`src/rtl/alu_operand_ctrl_if.sv`:
```
// ALU front-end bundle: command, operand bus handshake, ALU drive/result and status.
// slave  : seen from alu_operand_ctrl (consumes command/bus/ALU result, drives the rest).
// master : seen from the CPU/ALU side that drives the command, bus and ALU result.
interface alu_operand_ctrl_if;
  logic       i_start;
  logic [1:0] i_cmdOp;
  logic       i_cmdSub;
  logic       i_cmdShiftLeft;
  logic [7:0] i_bus;
  logic       i_busValid;
  logic       o_busReady;
  logic [7:0] o_a;
  logic [7:0] o_b;
  logic [1:0] o_aluOp;
  logic       o_sub;
  logic       o_shiftLeft;
  logic       o_aluOe;
  logic [7:0] i_y;
  logic       i_negative;
  logic       i_zero;
  logic [7:0] o_result;
  logic       o_flagN;
  logic       o_flagZ;
  logic       o_busy;
  logic       o_done;
  logic       o_error;

  modport slave (
    input  i_start, i_cmdOp, i_cmdSub, i_cmdShiftLeft, i_bus, i_busValid,
    input  i_y, i_negative, i_zero,
    output o_busReady, o_a, o_b, o_aluOp, o_sub, o_shiftLeft, o_aluOe,
    output o_result, o_flagN, o_flagZ, o_busy, o_done, o_error
  );

  modport master (
    output i_start, i_cmdOp, i_cmdSub, i_cmdShiftLeft, i_bus, i_busValid,
    output i_y, i_negative, i_zero,
    input  o_busReady, o_a, o_b, o_aluOp, o_sub, o_shiftLeft, o_aluOe,
    input  o_result, o_flagN, o_flagZ, o_busy, o_done, o_error
  );
endinterface

```
`src/rtl/alu_operand_ctrl.sv`:
```
// Sequenced front end for the 8-bit ALU: latches a command, collects operands A and B over a
// valid/ready bus handshake, enables the ALU output for one cycle, then latches result and N/Z.
// Ports:
//   i_clk, i_rst : clock (rising edge) and synchronous active-high reset
//   bus          : alu_operand_ctrl_if.slave -- command, operand bus, ALU drive/result, status
module alu_operand_ctrl #(
  parameter int unsigned TIMEOUT_CYCLES = 15  // legal 1..255
) (
  input  logic              i_clk,
  input  logic              i_rst,
  alu_operand_ctrl_if.slave bus
);

  localparam logic [7:0] TimeoutVal = 8'(TIMEOUT_CYCLES);

  typedef enum logic [2:0] {
    StIdle,
    StLoadA,
    StLoadB,
    StSettle,
    StCapture,
    StDone
  } state_e;

  state_e     state_q, state_d;
  logic [7:0] cnt_q, cnt_d;
  logic [7:0] a_q, a_d;
  logic [7:0] b_q, b_d;
  logic [1:0] op_q, op_d;
  logic       sub_q, sub_d;
  logic       shl_q, shl_d;
  logic [7:0] result_q, result_d;
  logic       flag_n_q, flag_n_d;
  logic       flag_z_q, flag_z_d;
  logic       error_q, error_d;

  always_comb begin
    state_d  = state_q;
    cnt_d    = cnt_q;
    a_d      = a_q;
    b_d      = b_q;
    op_d     = op_q;
    sub_d    = sub_q;
    shl_d    = shl_q;
    result_d = result_q;
    flag_n_d = flag_n_q;
    flag_z_d = flag_z_q;
    error_d  = error_q;

    unique case (state_q)
      StIdle: begin
        if (bus.i_start) begin
          op_d    = bus.i_cmdOp;
          sub_d   = bus.i_cmdSub;
          shl_d   = bus.i_cmdShiftLeft;
          error_d = 1'b0;
          cnt_d   = 8'd0;
          state_d = StLoadA;
        end
      end
      StLoadA, StLoadB: begin
        if (bus.i_busValid) begin
          if (state_q == StLoadA) begin
            a_d     = bus.i_bus;
            state_d = StLoadB;
          end else begin
            b_d     = bus.i_bus;
            state_d = StSettle;
          end
          // Timeout budget is per beat, so every accepted beat restarts it.
          cnt_d = 8'd0;
        end else begin
          cnt_d = (cnt_q >= TimeoutVal) ? TimeoutVal : cnt_q + 8'd1;
          if (cnt_d == TimeoutVal) begin
            error_d = 1'b1;
            state_d = StIdle;
          end
        end
      end
      StSettle: state_d = StCapture;
      StCapture: begin
        result_d = bus.i_y;
        flag_n_d = bus.i_negative;
        flag_z_d = bus.i_zero;
        state_d  = StDone;
      end
      StDone: state_d = StIdle;
      default: state_d = StIdle;
    endcase
  end

  always_ff @(posedge i_clk) begin
    if (i_rst) begin
      state_q  <= StIdle;
      cnt_q    <= 8'd0;
      a_q      <= 8'd0;
      b_q      <= 8'd0;
      op_q     <= 2'd0;
      sub_q    <= 1'b0;
      shl_q    <= 1'b0;
      result_q <= 8'd0;
      flag_n_q <= 1'b0;
      flag_z_q <= 1'b0;
      error_q  <= 1'b0;
    end else begin
      state_q  <= state_d;
      cnt_q    <= cnt_d;
      a_q      <= a_d;
      b_q      <= b_d;
      op_q     <= op_d;
      sub_q    <= sub_d;
      shl_q    <= shl_d;
      result_q <= result_d;
      flag_n_q <= flag_n_d;
      flag_z_q <= flag_z_d;
      error_q  <= error_d;
    end
  end

  // Handshake and strobes decode from state only: no input-to-output combinational path.
  assign bus.o_busReady  = (state_q == StLoadA) || (state_q == StLoadB);
  assign bus.o_aluOe     = (state_q == StCapture);
  assign bus.o_busy      = (state_q != StIdle);
  assign bus.o_done      = (state_q == StDone);
  assign bus.o_a         = a_q;
  assign bus.o_b         = b_q;
  assign bus.o_aluOp     = op_q;
  assign bus.o_sub       = sub_q;
  assign bus.o_shiftLeft = shl_q;
  assign bus.o_result    = result_q;
  assign bus.o_flagN     = flag_n_q;
  assign bus.o_flagZ     = flag_z_q;
  assign bus.o_error     = error_q;

endmodule
```
`src/flat_wrapper.sv`:
```
// flat-port wrapper written by rule: the top's interface ports become plain ports
module alu_operand_ctrl_flat 
#(
  parameter int unsigned TIMEOUT_CYCLES = 15                 
)
  (i_clk, i_rst, bus_i_start, bus_i_cmdOp, bus_i_cmdSub, bus_i_cmdShiftLeft, bus_i_bus, bus_i_busValid, bus_i_y, bus_i_negative, bus_i_zero, bus_o_busReady, bus_o_a, bus_o_b, bus_o_aluOp, bus_o_sub, bus_o_shiftLeft, bus_o_aluOe, bus_o_result, bus_o_flagN, bus_o_flagZ, bus_o_busy, bus_o_done, bus_o_error);
  alu_operand_ctrl_if bus_i ();
  input  logic i_clk;
  input  logic i_rst;
  input wire logic [$bits(bus_i.i_start)-1:0] bus_i_start;
  input wire logic [$bits(bus_i.i_cmdOp)-1:0] bus_i_cmdOp;
  input wire logic [$bits(bus_i.i_cmdSub)-1:0] bus_i_cmdSub;
  input wire logic [$bits(bus_i.i_cmdShiftLeft)-1:0] bus_i_cmdShiftLeft;
  input wire logic [$bits(bus_i.i_bus)-1:0] bus_i_bus;
  input wire logic [$bits(bus_i.i_busValid)-1:0] bus_i_busValid;
  input wire logic [$bits(bus_i.i_y)-1:0] bus_i_y;
  input wire logic [$bits(bus_i.i_negative)-1:0] bus_i_negative;
  input wire logic [$bits(bus_i.i_zero)-1:0] bus_i_zero;
  output wire logic [$bits(bus_i.o_busReady)-1:0] bus_o_busReady;
  output wire logic [$bits(bus_i.o_a)-1:0] bus_o_a;
  output wire logic [$bits(bus_i.o_b)-1:0] bus_o_b;
  output wire logic [$bits(bus_i.o_aluOp)-1:0] bus_o_aluOp;
  output wire logic [$bits(bus_i.o_sub)-1:0] bus_o_sub;
  output wire logic [$bits(bus_i.o_shiftLeft)-1:0] bus_o_shiftLeft;
  output wire logic [$bits(bus_i.o_aluOe)-1:0] bus_o_aluOe;
  output wire logic [$bits(bus_i.o_result)-1:0] bus_o_result;
  output wire logic [$bits(bus_i.o_flagN)-1:0] bus_o_flagN;
  output wire logic [$bits(bus_i.o_flagZ)-1:0] bus_o_flagZ;
  output wire logic [$bits(bus_i.o_busy)-1:0] bus_o_busy;
  output wire logic [$bits(bus_i.o_done)-1:0] bus_o_done;
  output wire logic [$bits(bus_i.o_error)-1:0] bus_o_error;
  assign bus_i.i_start = bus_i_start;
  assign bus_i.i_cmdOp = bus_i_cmdOp;
  assign bus_i.i_cmdSub = bus_i_cmdSub;
  assign bus_i.i_cmdShiftLeft = bus_i_cmdShiftLeft;
  assign bus_i.i_bus = bus_i_bus;
  assign bus_i.i_busValid = bus_i_busValid;
  assign bus_i.i_y = bus_i_y;
  assign bus_i.i_negative = bus_i_negative;
  assign bus_i.i_zero = bus_i_zero;
  assign bus_o_busReady = bus_i.o_busReady;
  assign bus_o_a = bus_i.o_a;
  assign bus_o_b = bus_i.o_b;
  assign bus_o_aluOp = bus_i.o_aluOp;
  assign bus_o_sub = bus_i.o_sub;
  assign bus_o_shiftLeft = bus_i.o_shiftLeft;
  assign bus_o_aluOe = bus_i.o_aluOe;
  assign bus_o_result = bus_i.o_result;
  assign bus_o_flagN = bus_i.o_flagN;
  assign bus_o_flagZ = bus_i.o_flagZ;
  assign bus_o_busy = bus_i.o_busy;
  assign bus_o_done = bus_i.o_done;
  assign bus_o_error = bus_i.o_error;
  alu_operand_ctrl #(.TIMEOUT_CYCLES(TIMEOUT_CYCLES)) u_core (.i_clk(i_clk), .i_rst(i_rst), .bus(bus_i));
endmodule
```
`config.mk`:
```
export PLATFORM = sky130hd
export DESIGN_NAME = alu_operand_ctrl_flat
export DESIGN_NICKNAME = d
export VERILOG_FILES = /design/src/rtl/alu_operand_ctrl_if.sv /design/src/rtl/alu_operand_ctrl.sv /design/src/flat_wrapper.sv
export SDC_FILE = /design/constraint.sdc
export NUM_CORES = 1
export LEC_CHECK = 0
export ABC_AREA = 0
export ABC_CLOCK_PERIOD_IN_PS = 1600
export CORE_ASPECT_RATIO = 1.1
export CORE_MARGIN = 1
export CORE_UTILIZATION = 53
export DETAILED_ROUTE_END_ITERATION = 12
export DONT_BUFFER_PORTS = 1
export PLACE_DENSITY_LB_ADDON = 0.08
export SLEW_MARGIN = 20
export SYNTH_ARGS = -nofsm -noshare
export SYNTH_HDL_FRONTEND = slang
export SYNTH_SLANG_ARGS = --single-unit
```
`constraint.sdc`:
```
create_clock -name i_clk -period 1.6 [get_ports i_clk]
set_input_delay 0.08 -clock i_clk [delete_from_list [all_inputs] [get_ports i_clk]]
set_output_delay 0.08 -clock i_clk [all_outputs]
set_load 0.005 [all_outputs]
```
; Yosys cells after proc, flatten, opt, wreduce, memory -nomap -nowiden
; Index checks and enable logic that the tools add are counted.
[word_totals]
ff_bits = 42
output_inout_bits = 35
word_cells = 48
[op_classes]
n_addsub = 1
order_cmp = 1
n_eq_ne = 10
mux = 13
n_bitwise = 1
reduce_logical = 11
[op_table]
columns = cell, count
row1 = 2-to-1 mux 8 bit, 3
row2 = one-hot mux 8 bit (2 select lines), 1
row3 = one-hot mux 3 bit (4 select lines), 1
row4 = 2-to-1 mux 3 bit, 3
row5 = adder 8 x 1 -> 8 bit (second input constant), 1
row6 = == test 8 x 4 -> 1 bit (second input constant), 1
row7 = >= comparator 8 x 4 -> 1 bit (second input constant), 1
row8 = == test 3 x 2 -> 1 bit (second input constant), 2
row9 = == test 3 bit (second input constant), 2
row10 = AND reduction 2 bit, 3
row11 = AND reduction 3 bit, 2
row12 = 2-to-1 mux 1 bit, 4
row13 = != test 2 bit (second input constant), 2
row14 = AND reduction 4 bit, 1
row15 = == test 3 x 1 -> 1 bit (second input constant), 1
row16 = logical NOT 3 bit, 1
row17 = != test 3 x 2 -> 1 bit (second input constant), 1
row18 = nonzero test 3 bit, 1
row19 = != test 2 x 1 -> 1 bit (second input constant), 1
row20 = one-hot mux 1 bit (2 select lines), 1
row21 = nonzero test 2 bit, 1
row22 = OR reduction 2 bit, 1
row23 = logical OR 1 bit, 1
row24 = NOT 1 bit, 1

; Longest topological paths before layout
[logic_depth]
ltp_word = 6
mapped_depth = 5
ltp_nobuf = 4

; Worst setup path after synthesis
; OpenSTA, ideal clock, no wires.
[synth_timing]
path_type = register -> register
start = reg u_core.cnt_q[4]
end = reg u_core.state_q[0]
t_arrival_ns = 1.258
required_time_ns = 1.542
slack_ns = 0.283
path_stages_with_launch = 4
n_path_buf = 0
synth_period_minus_slack_ns = 1.317
cell_sequence = dfxtp_1 -> or4_4 -> a211oi_4 -> a31o_2
[synth_between]
elab_chain_cells = 5
[synth_rtl]
columns = element, line_no
row1 = start: declaration, alu_operand_ctrl.sv:26  ; logic [7:0] cnt_q, cnt_d;
row2 = start signal: assignment, alu_operand_ctrl.sv:107  ; cnt_q <= cnt_d;
row3 = adder 8 x 1 -> 8 bit / >= comparator 8 x 4 -> 1 bit (equally long branches), alu_operand_ctrl.sv:73  ; cnt_d = (cnt_q >= TimeoutVal) ? TimeoutVal : cnt_q + 8'd1;
row4 = 2-to-1 mux 8 bit *, alu_operand_ctrl.sv:73
row5 = == test 8 x 4 -> 1 bit *, alu_operand_ctrl.sv:74  ; if (cnt_d == TimeoutVal) begin
row6 = != test 3 x 2 -> 1 bit (no line) *, -
row7 = AND reduction 2 bit (no line) *, -
row8 = end signal: assignment, alu_operand_ctrl.sv:94  ; state_q <= StIdle;
row9 = end signal: assignment, alu_operand_ctrl.sv:106  ; state_q <= state_d;
row10 = end: declaration, alu_operand_ctrl.sv:25  ; state_e state_q, state_d;
; Every way passes the cells marked *; elsewhere a longest branch is shown, timed or not.
; A chain may end at the register's enable or synchronous reset.

; Worst setup path after layout
[layout_timing]
start = reg u_core.state_q[2]
end = out bus_o_aluOe
[layout_between]
elab_chain_cells = 1
[layout_rtl]
columns = element, line_no
row1 = == test 3 bit, alu_operand_ctrl.sv:122  ; assign bus.o_aluOe = (state_q == StCapture);
row2 = end: declaration, flat_wrapper.sv:25  ; output wire logic [$bits(bus_i.o_aluOe)-1:0] bus_o_aluOe;
; No other way between the ends.

==> flow_summary.ini <==
[run_status]
status = finished clean

[timing]
max_slew_margin = 0.7376
fmax_mhz = 682.7
fin_skew_ns = 0.003806
fin_setup_tns_ns = 0
finalWorstSetupSlack_ns = 0.1353
finalHoldViolCount = 0
period_share = 0.9154
post-route-min-period_ns = 1.465
worst_pin_slew_ns = 0.3908
rsz0062_at_grt = false
setup_viol = 0
drv_slew = 0

[yosys]
avgSynthCellArea_um2 = 10.23
synthSimpleGateAreaFrac = 0.1975
synthAdderAreaFrac = 0.007236
synth-edff-count = 0
synth_top_area_cell = dfxtp_1
async_reset_ff_frac = 0
ys_ff_latch = 42
synth_top_family_by_area = simple AND/OR/NAND/NOR gates
synthFlopType = dfxtp_1
synth_compound_area_frac = 0.08032
yosysUniqueCellTypes = 36
synth_nets = 196
syn_area_um2 = 1729
netlist_instances = 169
ys_warn_count = 0
synth.area.mux_share = 0.1737
ys_seq_area_frac = 0.4863
synthXorXnorAreaFrac = 0.01013
synth_largest_type_area_fraction = 0.4863
yosys-top-cells-area = dfxtp_1 (49%), mux2i_1 (17%), nor2_1 (7.2%)

[global_route]
grt_use_total = 0.2110
overflow = 0
antenna_found_initial = 0
grt_pass1_wl_mm = 5.554
grt_start_max_net_pins = 36
grt_pass1_vias = 1245

[setup_path]
cp-startpoint = u_core.state_q[2]
critPathLaunchType = flip-flop
worstPathMaxFanout = 12
required_ns = 1.52
r2r_start = u_core.cnt_q[4]
crit_path_end_kind = output pin
worst_ep_arrival_time_ns = 1.38
path_class = reg -> out

[clock_network]
cts_buffers = 5
clockRootBuffer = clkbuf_4
clk_pin_slew_ns = 0.12
clock_sinks = 42
cts.path.max_buffers = 2
clock_latency_ns = 0.34
cts_tree = built
htree_levels = 2

[worst_hold_path]
hold_start = bus_i_busValid
min_path_type = in -> reg

[drt]
drc_errors = 0
avgRoutedWirePerCell_um = 15.28
vias = 1311
drt_first_pass_iters = 4
vias_per_cell = 5.603
drt-total-wl_mm = 3.575
detail-route-antenna-nets = 0
drtIter0Drc = 61

[floorplan]
dieArea_um2 = 3495
core_area_um2 = 3074
pin_count = 61
rows = 21
start_util = 0.5625
fp.dieW_um = 56.46
dieHeight_um = 61.91

[layout]
n_antenna_cell = 0
drive_gt1_frac = 0.1350
layout_common_cells = dfxtp_1 (40), nor2_1 (33), mux2i_1 (30)
final_common_cell = dfxtp_1
syn2layout_area_growth_pct = 24.96
fin_nets = 226
layoutNonFillerInstCount = 234

[job]
cap_violations = 0

[power]
p_per_area_nw_per_um2 = 1000
p_leak_uw = 0.0008149
peakVddDrop_v = 0.001153

[placed_design]
placedCellCount = 200
place_worst_setup_slack_ns = 0.05338
dp_hpwl_mm = 2.370
io_buffers = 0
place_congestion = 0.8028
[sequential cells by signal (all words and copies together), names as in the netlist]
name and flops:
u_core.cnt_q 8, u_core.bus.o_result 8, u_core.bus.o_flagZ 1, u_core.bus.o_a 8, u_core.bus.o_aluOp 2, u_core.bus.o_b 8
u_core.bus.o_flagN 1, u_core.bus.o_error 1, u_core.bus.o_sub 1, u_core.state_q 3, u_core.bus.o_shiftLeft 1
[cell type report]
type                       instances  area, um2
clock inverter                     3      68.82
timing repair buffer              34      330.3
fill                             236      913.4
multi-input combinational        112      823.3
inverter                           4      15.01
tap                               34      42.54
sequential                        42      843.3
clock buffer                       5      37.54
[timing repair]
item	4_1_cts	5_1_grt
hold buffers	25	1
setup buffers	0	0
endpoints found under the setup margin	1	2
endpoints found under the hold margin	35	1
gates resized for setup	1	1
[through the flow]
step,utilization,power [uW],hold WS (ns),instance area (um2)
finish,0.7029,2161,0.02884,2161
detailed placement,0.5796,1279,0.1574,1782
global route,0.7029,2254,0.01891,2161
global placement,0.5796,1274,0.1547,1782
floorplan,-,1253,0.2272,1729
CTS,0.6992,2179,0.002298,2150
[cells by family (layout without fill, tap and decap cells)]
family / count (synthesis) / after routing
AO/OA/AOI/OAI: 17 / 17
XOR/XNOR: 2 / 2
adder cells (fa/ha/maj): 1 / 1
buffers and inverters: 15 / 46
flip-flops: 42 / 42
multiplexers: 30 / 30
AND/OR/NAND/NOR: 62 / 62
[metal layers]
| metal | track usage | wire [um] | up-vias |
|---|---|---|---|
| met3 | 0.07867 | 175 | 6 |
| met2 | 0.3647 | 1777 | 31 |
| met4 | 0.07666 | 43 | 0 |
| li1 | - | - | 645 |
| met5 | 0 | 0 | - |
| met1 | 0.2442 | 1578 | 629 |
[synth_stat cells, types with 2 or more instances]
master,number
inv_1,4
a21oi_1,3
buf_4,5
a31o_2,2
nand2b_1,3
and2_1,4
clkbuf_1,4
mux2i_1,30
buf_2,2
o2bb2ai_1,2
nor4bb_1,2
and3_1,2
a211oi_1,2
nor2b_1,3
nor2_1,33
or3_1,2
dfxtp_1,42
nor3_1,6
[critical path: stages, from the launching register on]
cell and delay (ns):
dfxtp_2 0.47, buf_4 0.17, nor3b_2 0.14, buf_4 0.25
[final timing paths]
kind | endpoint | slack (ns) | cells past startpoint
max reg2reg | u_core.state_q[0] | 0.15 | 3
max | bus_o_aluOe | 0.14 | 3
min | u_core.cnt_q[2] | 0.03 | 3
min reg2reg | u_core.cnt_q[4] | 0.48 | 1
[report_power, final]
group | switching (uW) | internal (uW) | total (uW)
combinational | 96.3 | 123 | 219
sequential | 31.3 | 1080 | 1110
clock | 346 | 489 | 835
Power figures use the tool's default switching activity.
